$ cat src/rtl/multi_dir_ctrl.sv
// multi_dir_ctrl
// Per-player direction controller for the snake game. Each player's four
// direction buttons are edge-detected, a single candidate is picked
// (priority up > left > down > right), no-op and reversal turns are
// rejected, and legal turns are queued in a small FIFO. On every tick each
// player with a non-empty queue commits the queue head to its direction.
//
// Ports:
//   clk       system clock
//   rst       asynchronous reset, active-high
//   tick      game-step strobe, one clk wide, shared by all players
//   btn       per player p, [4p+3:4p] = {right, down, left, up}, debounced levels
//   dir       committed direction of player p at [2p+1:2p] (0=UP 1=LEFT 2=DOWN 3=RIGHT)
//   turned    one-cycle pulse when player p's dir was loaded on a tick
//   q_count   queued-turn count of player p at [3p+2:3p]
//   overflow  sticky: a legal turn of player p was dropped on a full queue
//
// Build option:
//   DIR_REVERSE_EN  when defined, reversals are legal; only no-op turns are
//                   rejected.
module multi_dir_ctrl #(
  parameter int         NUM_PLAYERS = 2,
  parameter int         QUEUE_DEPTH = 2,
  parameter logic [1:0] RESET_DIR   = 2'd3
) (
  input  logic                     clk,
  input  logic                     rst,
  input  logic                     tick,
  input  logic [4*NUM_PLAYERS-1:0] btn,
  output logic [2*NUM_PLAYERS-1:0] dir,
  output logic [NUM_PLAYERS-1:0]   turned,
  output logic [3*NUM_PLAYERS-1:0] q_count,
  output logic [NUM_PLAYERS-1:0]   overflow
);

  localparam int            PW   = (QUEUE_DEPTH > 1) ? $clog2(QUEUE_DEPTH) : 1;
  localparam logic [PW-1:0] LAST = PW'(QUEUE_DEPTH - 1);
  localparam logic [2:0]    FULL = 3'(QUEUE_DEPTH);

  for (genvar p = 0; p < NUM_PLAYERS; p++) begin : g_player
    logic [3:0]    btn_prev;
    logic [3:0]    press;
    logic [1:0]    cand;
    logic          cand_vld;
    logic [1:0]    ref_dir;
    logic          legal;
    logic          pop;
    logic          push;
    logic          drop;
    logic [1:0]    dir_r;
    logic          turned_r;
    logic          ovf_r;
    logic [2:0]    count;
    logic [PW-1:0] head;
    logic [PW-1:0] tail;
    logic [PW-1:0] newest;
    logic [1:0]    mem [QUEUE_DEPTH];

    assign press    = btn[4*p +: 4] & ~btn_prev;
    assign cand_vld = |press;

    // Button bit index equals the direction code, so the lowest set bit wins.
    always_comb begin
      cand = 2'd3;
      if (press[2]) cand = 2'd2;
      if (press[1]) cand = 2'd1;
      if (press[0]) cand = 2'd0;
    end

    // Legality is judged against the last turn already queued, so a burst of
    // presses between ticks is checked as a chain of turns.
    assign newest  = (tail == '0) ? LAST : tail - 1'b1;
    assign ref_dir = (count != 3'd0) ? mem[newest] : dir_r;

`ifdef DIR_REVERSE_EN
    assign legal = cand_vld && (cand != ref_dir);
`else
    assign legal = cand_vld && (cand != ref_dir) && (cand != (ref_dir ^ 2'b10));
`endif

    assign pop  = tick && (count != 3'd0);
    assign push = legal && ((count != FULL) || pop);
    assign drop = legal && (count == FULL) && !pop;

    always_ff @(posedge clk or posedge rst) begin
      if (rst) begin
        btn_prev <= 4'b0000;
        dir_r    <= RESET_DIR;
        turned_r <= 1'b0;
        ovf_r    <= 1'b0;
        count    <= 3'd0;
        head     <= '0;
        tail     <= '0;
      end else begin
        btn_prev <= btn[4*p +: 4];
        turned_r <= pop;
        if (pop) begin
          dir_r <= mem[head];
          head  <= (head == LAST) ? '0 : head + 1'b1;
        end
        if (push) begin
          tail <= (tail == LAST) ? '0 : tail + 1'b1;
        end
        if (drop) begin
          ovf_r <= 1'b1;
        end
        count <= count + 3'(push) - 3'(pop);
      end
    end

    // Entries are only read while counted as valid, so storage needs no reset.
    always_ff @(posedge clk) begin
      if (push) begin
        mem[tail] <= cand;
      end
    end

    assign dir[2*p +: 2]     = dir_r;
    assign turned[p]         = turned_r;
    assign q_count[3*p +: 3] = count;
    assign overflow[p]       = ovf_r;
  end

endmodule

$ cat config.mk
export PLATFORM = sky130hd
export DESIGN_NAME = multi_dir_ctrl
export DESIGN_NICKNAME = d
export VERILOG_FILES = /design/src/rtl/multi_dir_ctrl.sv
export SDC_FILE = /design/constraint.sdc
export NUM_CORES = 1
export LEC_CHECK = 0
export ABC_AREA = 0
export CAP_MARGIN = 20
export CORE_ASPECT_RATIO = 1.2
export CORE_MARGIN = 2
export CORE_UTILIZATION = 52
export DETAILED_ROUTE_END_ITERATION = 8
export GPL_TIMING_DRIVEN = 0
export HOLD_SLACK_MARGIN = 0.02
export PLACE_DENSITY = 0.79
export SLEW_MARGIN = 20
export SYNTH_ARGS = -nofsm -noshare
export SYNTH_HDL_FRONTEND = slang
export SYNTH_SLANG_ARGS = --single-unit
$ cat constraint.sdc
create_clock -name clk -period 2.65 [get_ports clk]
set_clock_uncertainty 0.05 [all_clocks]
set_input_delay 0.53 -clock clk [delete_from_list [all_inputs] [get_ports clk]]
set_output_delay 0.53 -clock clk [all_outputs]
set_load 0.005 [all_outputs]
==> results.md, run 1 <==
Run status:
- The run finished with clean final reports.

Yosys:
- The adder and majority cell fraction of the synthesized area is approximately 5.9%.
- Counting distinct cell types in the post-synthesis netlist gives 28.
- The post-synthesis simple-gate area fraction is about 11%.
- Counting every net in the synthesized netlist gives about 130.
- After synthesis the cells add up to between 0.0015 and 0.002 sq mm.
- For this run, the number of Yosys warnings is 0.
- After synthesis, flip-flops and latches occupy just under 60% of the total area.
- In the synthesized netlist, mux cells make up 5.437% of the area.
- The largest family of logic cells by synthesized area is simple AND/OR/NAND/NOR gates.
- The compound-cell area share of the yosys netlist is 6.260%.
- The share of the synthesized netlist area taken by xor and xnor gates is approximately 5.8%.
- The cell count after synthesis is 117.
- Dividing the synthesized area by the synthesized cell count gives around 13 sq um.
- Counting flops and latches in the post-synthesis netlist gives 34.

Layout:
- The area added between synthesis and finish is 24.05%.
- The final cell count without fillers is between 150 and 200.
- After the last flow step, the layout net total stands at approximately 170.
- The post-route netlist has around 17% of its cells at a drive strength greater than 1.
- Once layout is complete, the utilization of the core stands at slightly below 70%.
- 0 antenna diodes ended up in the layout.
- Summing all non-filler instances in the final layout gives an area of 0.001884 sq mm.

Worst setup path:
- The origin of the worst setup path is btn[1].
- The worst reg2reg path startpoint is g_player[0].count[1].
- At the worst endpoint, the arrival time is 2.72 ns.
- The top fanout value on the critical path is 3.
- STA classifies the critical path startpoint as an input port.
- The classification of the worst setup path is input port to register.
- The required time at the endpoint of the critical path is roughly 2.9 ns.
- STA classifies the critical path endpoint as a register.
- Setup slack on the worst reg-to-reg path comes out at approximately 0.25 ns.

Floorplan:
- The starting utilization of the core area is approximately 55%.
- The I/O pin count is 25.
- The die outline width is 53.34 um.
- The floorplan step set the die height to 63.21 um.
- The core region is approximately 0.0028 sq mm.
- The floorplan has 21 rows.
- The area of the die is 0.003371 sq mm.

STA:
- The worst hold slack is ~0.44 ns.
- Across all setup checks in the final design, the least slack found is around 0.14 ns.
- After layout, the minimum clock period comes to roughly 2.5 ns.
- Measured against its own limit, the worst slew margin works out to 38.77%.
- For the pin with the worst max-slew slack, the measured transition is ~0.91 ns.
- The final period utilization is about 95%.
- The number of hold-slack violations in the final timing report is 0.
- The accumulated negative setup slack is 0 ns.
- The count of pins over their slew limit came to 0.
- Setup repair after global routing left no endpoint under its margin.
- Setup violations remaining at the end of the flow were counted as 0.
- Based on the critical path, the design can be clocked at up to 398.3 MHz.

Flow run:
- Max-cap violations in this run came to 0.

Power and ir drop:
- Per report_power, the combinational group accounts for roughly two fifths of the total.
- The share of power burned in the clock network is around 18%.
- The post-route total power is between 2 and 2.5 mW.
- Registers are responsible for ~44% of the overall power.
- The net switching component of the power is approximately 0.65 mW.
- In this run the static leakage power is 0.8095 nW.
- The internal cell power is approximately 1.4 mW.
- The switching part of the total is a little under a third.
- Power spread over the standard cell area amounts to 1106 mW/mm^2.
- The maximum vdd ir drop is 0.0007398 V.

Detailed routing:
- The DRC marker count from the first detailed-route iteration is 6.
- The final routed wire length divided by cell count is between 10 and 15 um.
- The via count is about 900.
- Before antenna repair, the detailed router went through 2 iterations.
- The routed design has 2.312 mm of wire.
- The number of nets still failing antenna checks after routing is 0.
- For this run, design rule violations remaining after detail routing come to 0.
- The post-detailed-route via-to-cell ratio is between 4 and 5.

Placement:
- After detailed placement, the design holds a cell count of between 150 and 200.
- The cell area reported after detailed placement is about 0.0018 sq mm.
- The number of buffers inserted by port buffering is 24.
- The wire-length estimate of the detail-placed layout is approximately 1.7 mm.
- At the end of routability-driven placement, the weighted congestion stood at ~0.72.
- The setup slack at placement is -0.2626 ns.

Global route:
- Entering global routing, the biggest net connects 27 pins.
- The first global-routing pass estimated 4.236 mm of wire.
- The via count of the first global-routing pass is 1009.
- Summed over all layers, the global routing overflow is 0.
- In the global route stage, overall resource usage came out at between 10% and 20%.
- The number of antenna violations at the first check in global routing is 0.

Clock network:
- The worst-case clock buffer depth is 2.
- TritonCTS built the clock tree.
- The clock latency on the worst-skew pair is approximately 0.34 ns.
- The number of clock buffers added by TritonCTS is 5.
- The tree is rooted in a clkbuf_4.
- The clock transition at the registers of the reported paths is 0.10 ns.
- The H-tree depth reported by CTS is 2.
- The clock net in this run drives a total of 34 sinks.
- Buffers added to address setup during post-CTS repair amount to 0.

Min path:
- The type of the worst min-delay path is register to register.
- The start point of the worst min-delay path is g_player[1].dir_r[1].
[placed cells by master (no fill, tap or decap), types with 2 or more instances in the layout]
cell,count
nor2_1,6
clkbuf_4,5
nor3_2,2
fa_1,2
a21oi_4,2
ha_1,4
dfstp_2,4
mux2i_1,6
edfxtp_1,8
a31o_1,2
mux2_1,2
xnor2_1,8
and3_2,2
nand2_1,4
nand2b_1,3
dfrtp_1,22
inv_1,16
buf_4,4
clkdlybuf4s50_1,24
nor2b_1,4
clkbuf_1,2
nand2_2,2
o21ai_0,4
[registers in the layout (all words and copies together), names as in the netlist]
register	cells
g_player.head	2
g_player.btn_prev	8
g_player.tail	2
g_player.turned_r	2
g_player.ovf_r	2
g_player.dir_r	4
g_player.mem	8
g_player.count	6
[logic make-up after synthesis]
family	count (synthesis)
xor gates and xnor gates	10
muxes	8
AOI/OAI and AO/OA	10
and+or+nand+nor	28
DFF	34
buffers and inverters	21
adders and majority gates	6
[area by class of cell]
type / instances / area (sq um)
timing repair buffer: 24 / 240.2
sequential: 34 / 895.9
clock buffer: 7 / 45.04
fill: 236 / 900.9
buffer: 4 / 30.03
clock inverter: 1 / 30.03
multi-input combinational: 62 / 536.8
tap: 34 / 42.54
inverter: 17 / 63.81
[power by group through the flow]
stage	clock network (mW)	registers, mW	logic, mW
after detailed placement	0	0.921	0.812
after CTS	0.381	0.912	0.817
final	0.369	0.908	0.807
after global routing	0.401	0.937	0.929
after global placement	0	0.907	0.768
after floorplan	0	0.896	0.504
[what timing repair did]
action | in CTS | in global routing
hold buffers | 0 | 0
gates resized for setup | 0 | 1
endpoints found under the setup margin | 0 | 1
endpoints found under the hold margin | 0 | 0
[metal layers]
layer	vias up	wire length, um	GRT usage [%]
met4	0	70	10.58
li1	445	-	-
met3	6	129	7.109
met2	22	1219	29.94
met5	-	0	0
met1	431	893	18.78
[cell usage after synthesis]
master     count  area share [%]
a2111oi_1      1            0.66
a2111oi_2      1            0.99
a21oi_4        2             2.1
a31o_1         2             1.2
and3_2         2            0.99
buf_4          4             2.0
dfrtp_1       22              36
dfstp_2        4             6.9
edfxtp_1       8              16
fa_1           2             2.6
ha_1           4             3.3
inv_1         17             4.2
mux2_1         2             1.5
mux2i_1        6             4.0
nand2_1        4            0.99
nand2_2        2            0.82
nand2b_1       3             1.2
nor2_1         6             1.5
nor2b_1        4             1.6
nor2b_2        1            0.58
nor2b_4        1            0.91
nor3_2         2             1.3
nor4_1         1            0.41
nor4b_1        1            0.58
o21ai_0        4             1.3
or2b_1         1            0.49
xnor2_1        9             5.2
xor2_1         1            0.58
[worst max-delay path, cell delays in order]
cell             delay, ns
clkdlybuf4s50_1       0.49
or2b_1                0.28
a21oi_4               0.20
xnor2_2               0.16
nand2_2               0.10
inv_1                 0.07
ha_1                  0.14
inv_1                 0.05
fa_1                  0.37
xnor2_1               0.14
xnor2_1               0.18
[worst paths after layout]
path / cells after the start / end
max: 11 / g_player[0].count[2]
min: 2 / g_player[1].dir_r[1]
max reg2reg: 10 / g_player[0].count[2]
min reg2reg: 2 / g_player[1].dir_r[1]
max in group asynchronous: 2 / g_player[0].head
min in group asynchronous: 2 / g_player[1].btn_prev[2]
(Power assumes the default switching activity.)
==> run 2, diff against run 1 <==
- HOLD_SLACK_MARGIN: 0.02 -> 0.03
==> results of run 2 <==
Final layout, timing and power as in run 1 (identical DEF).
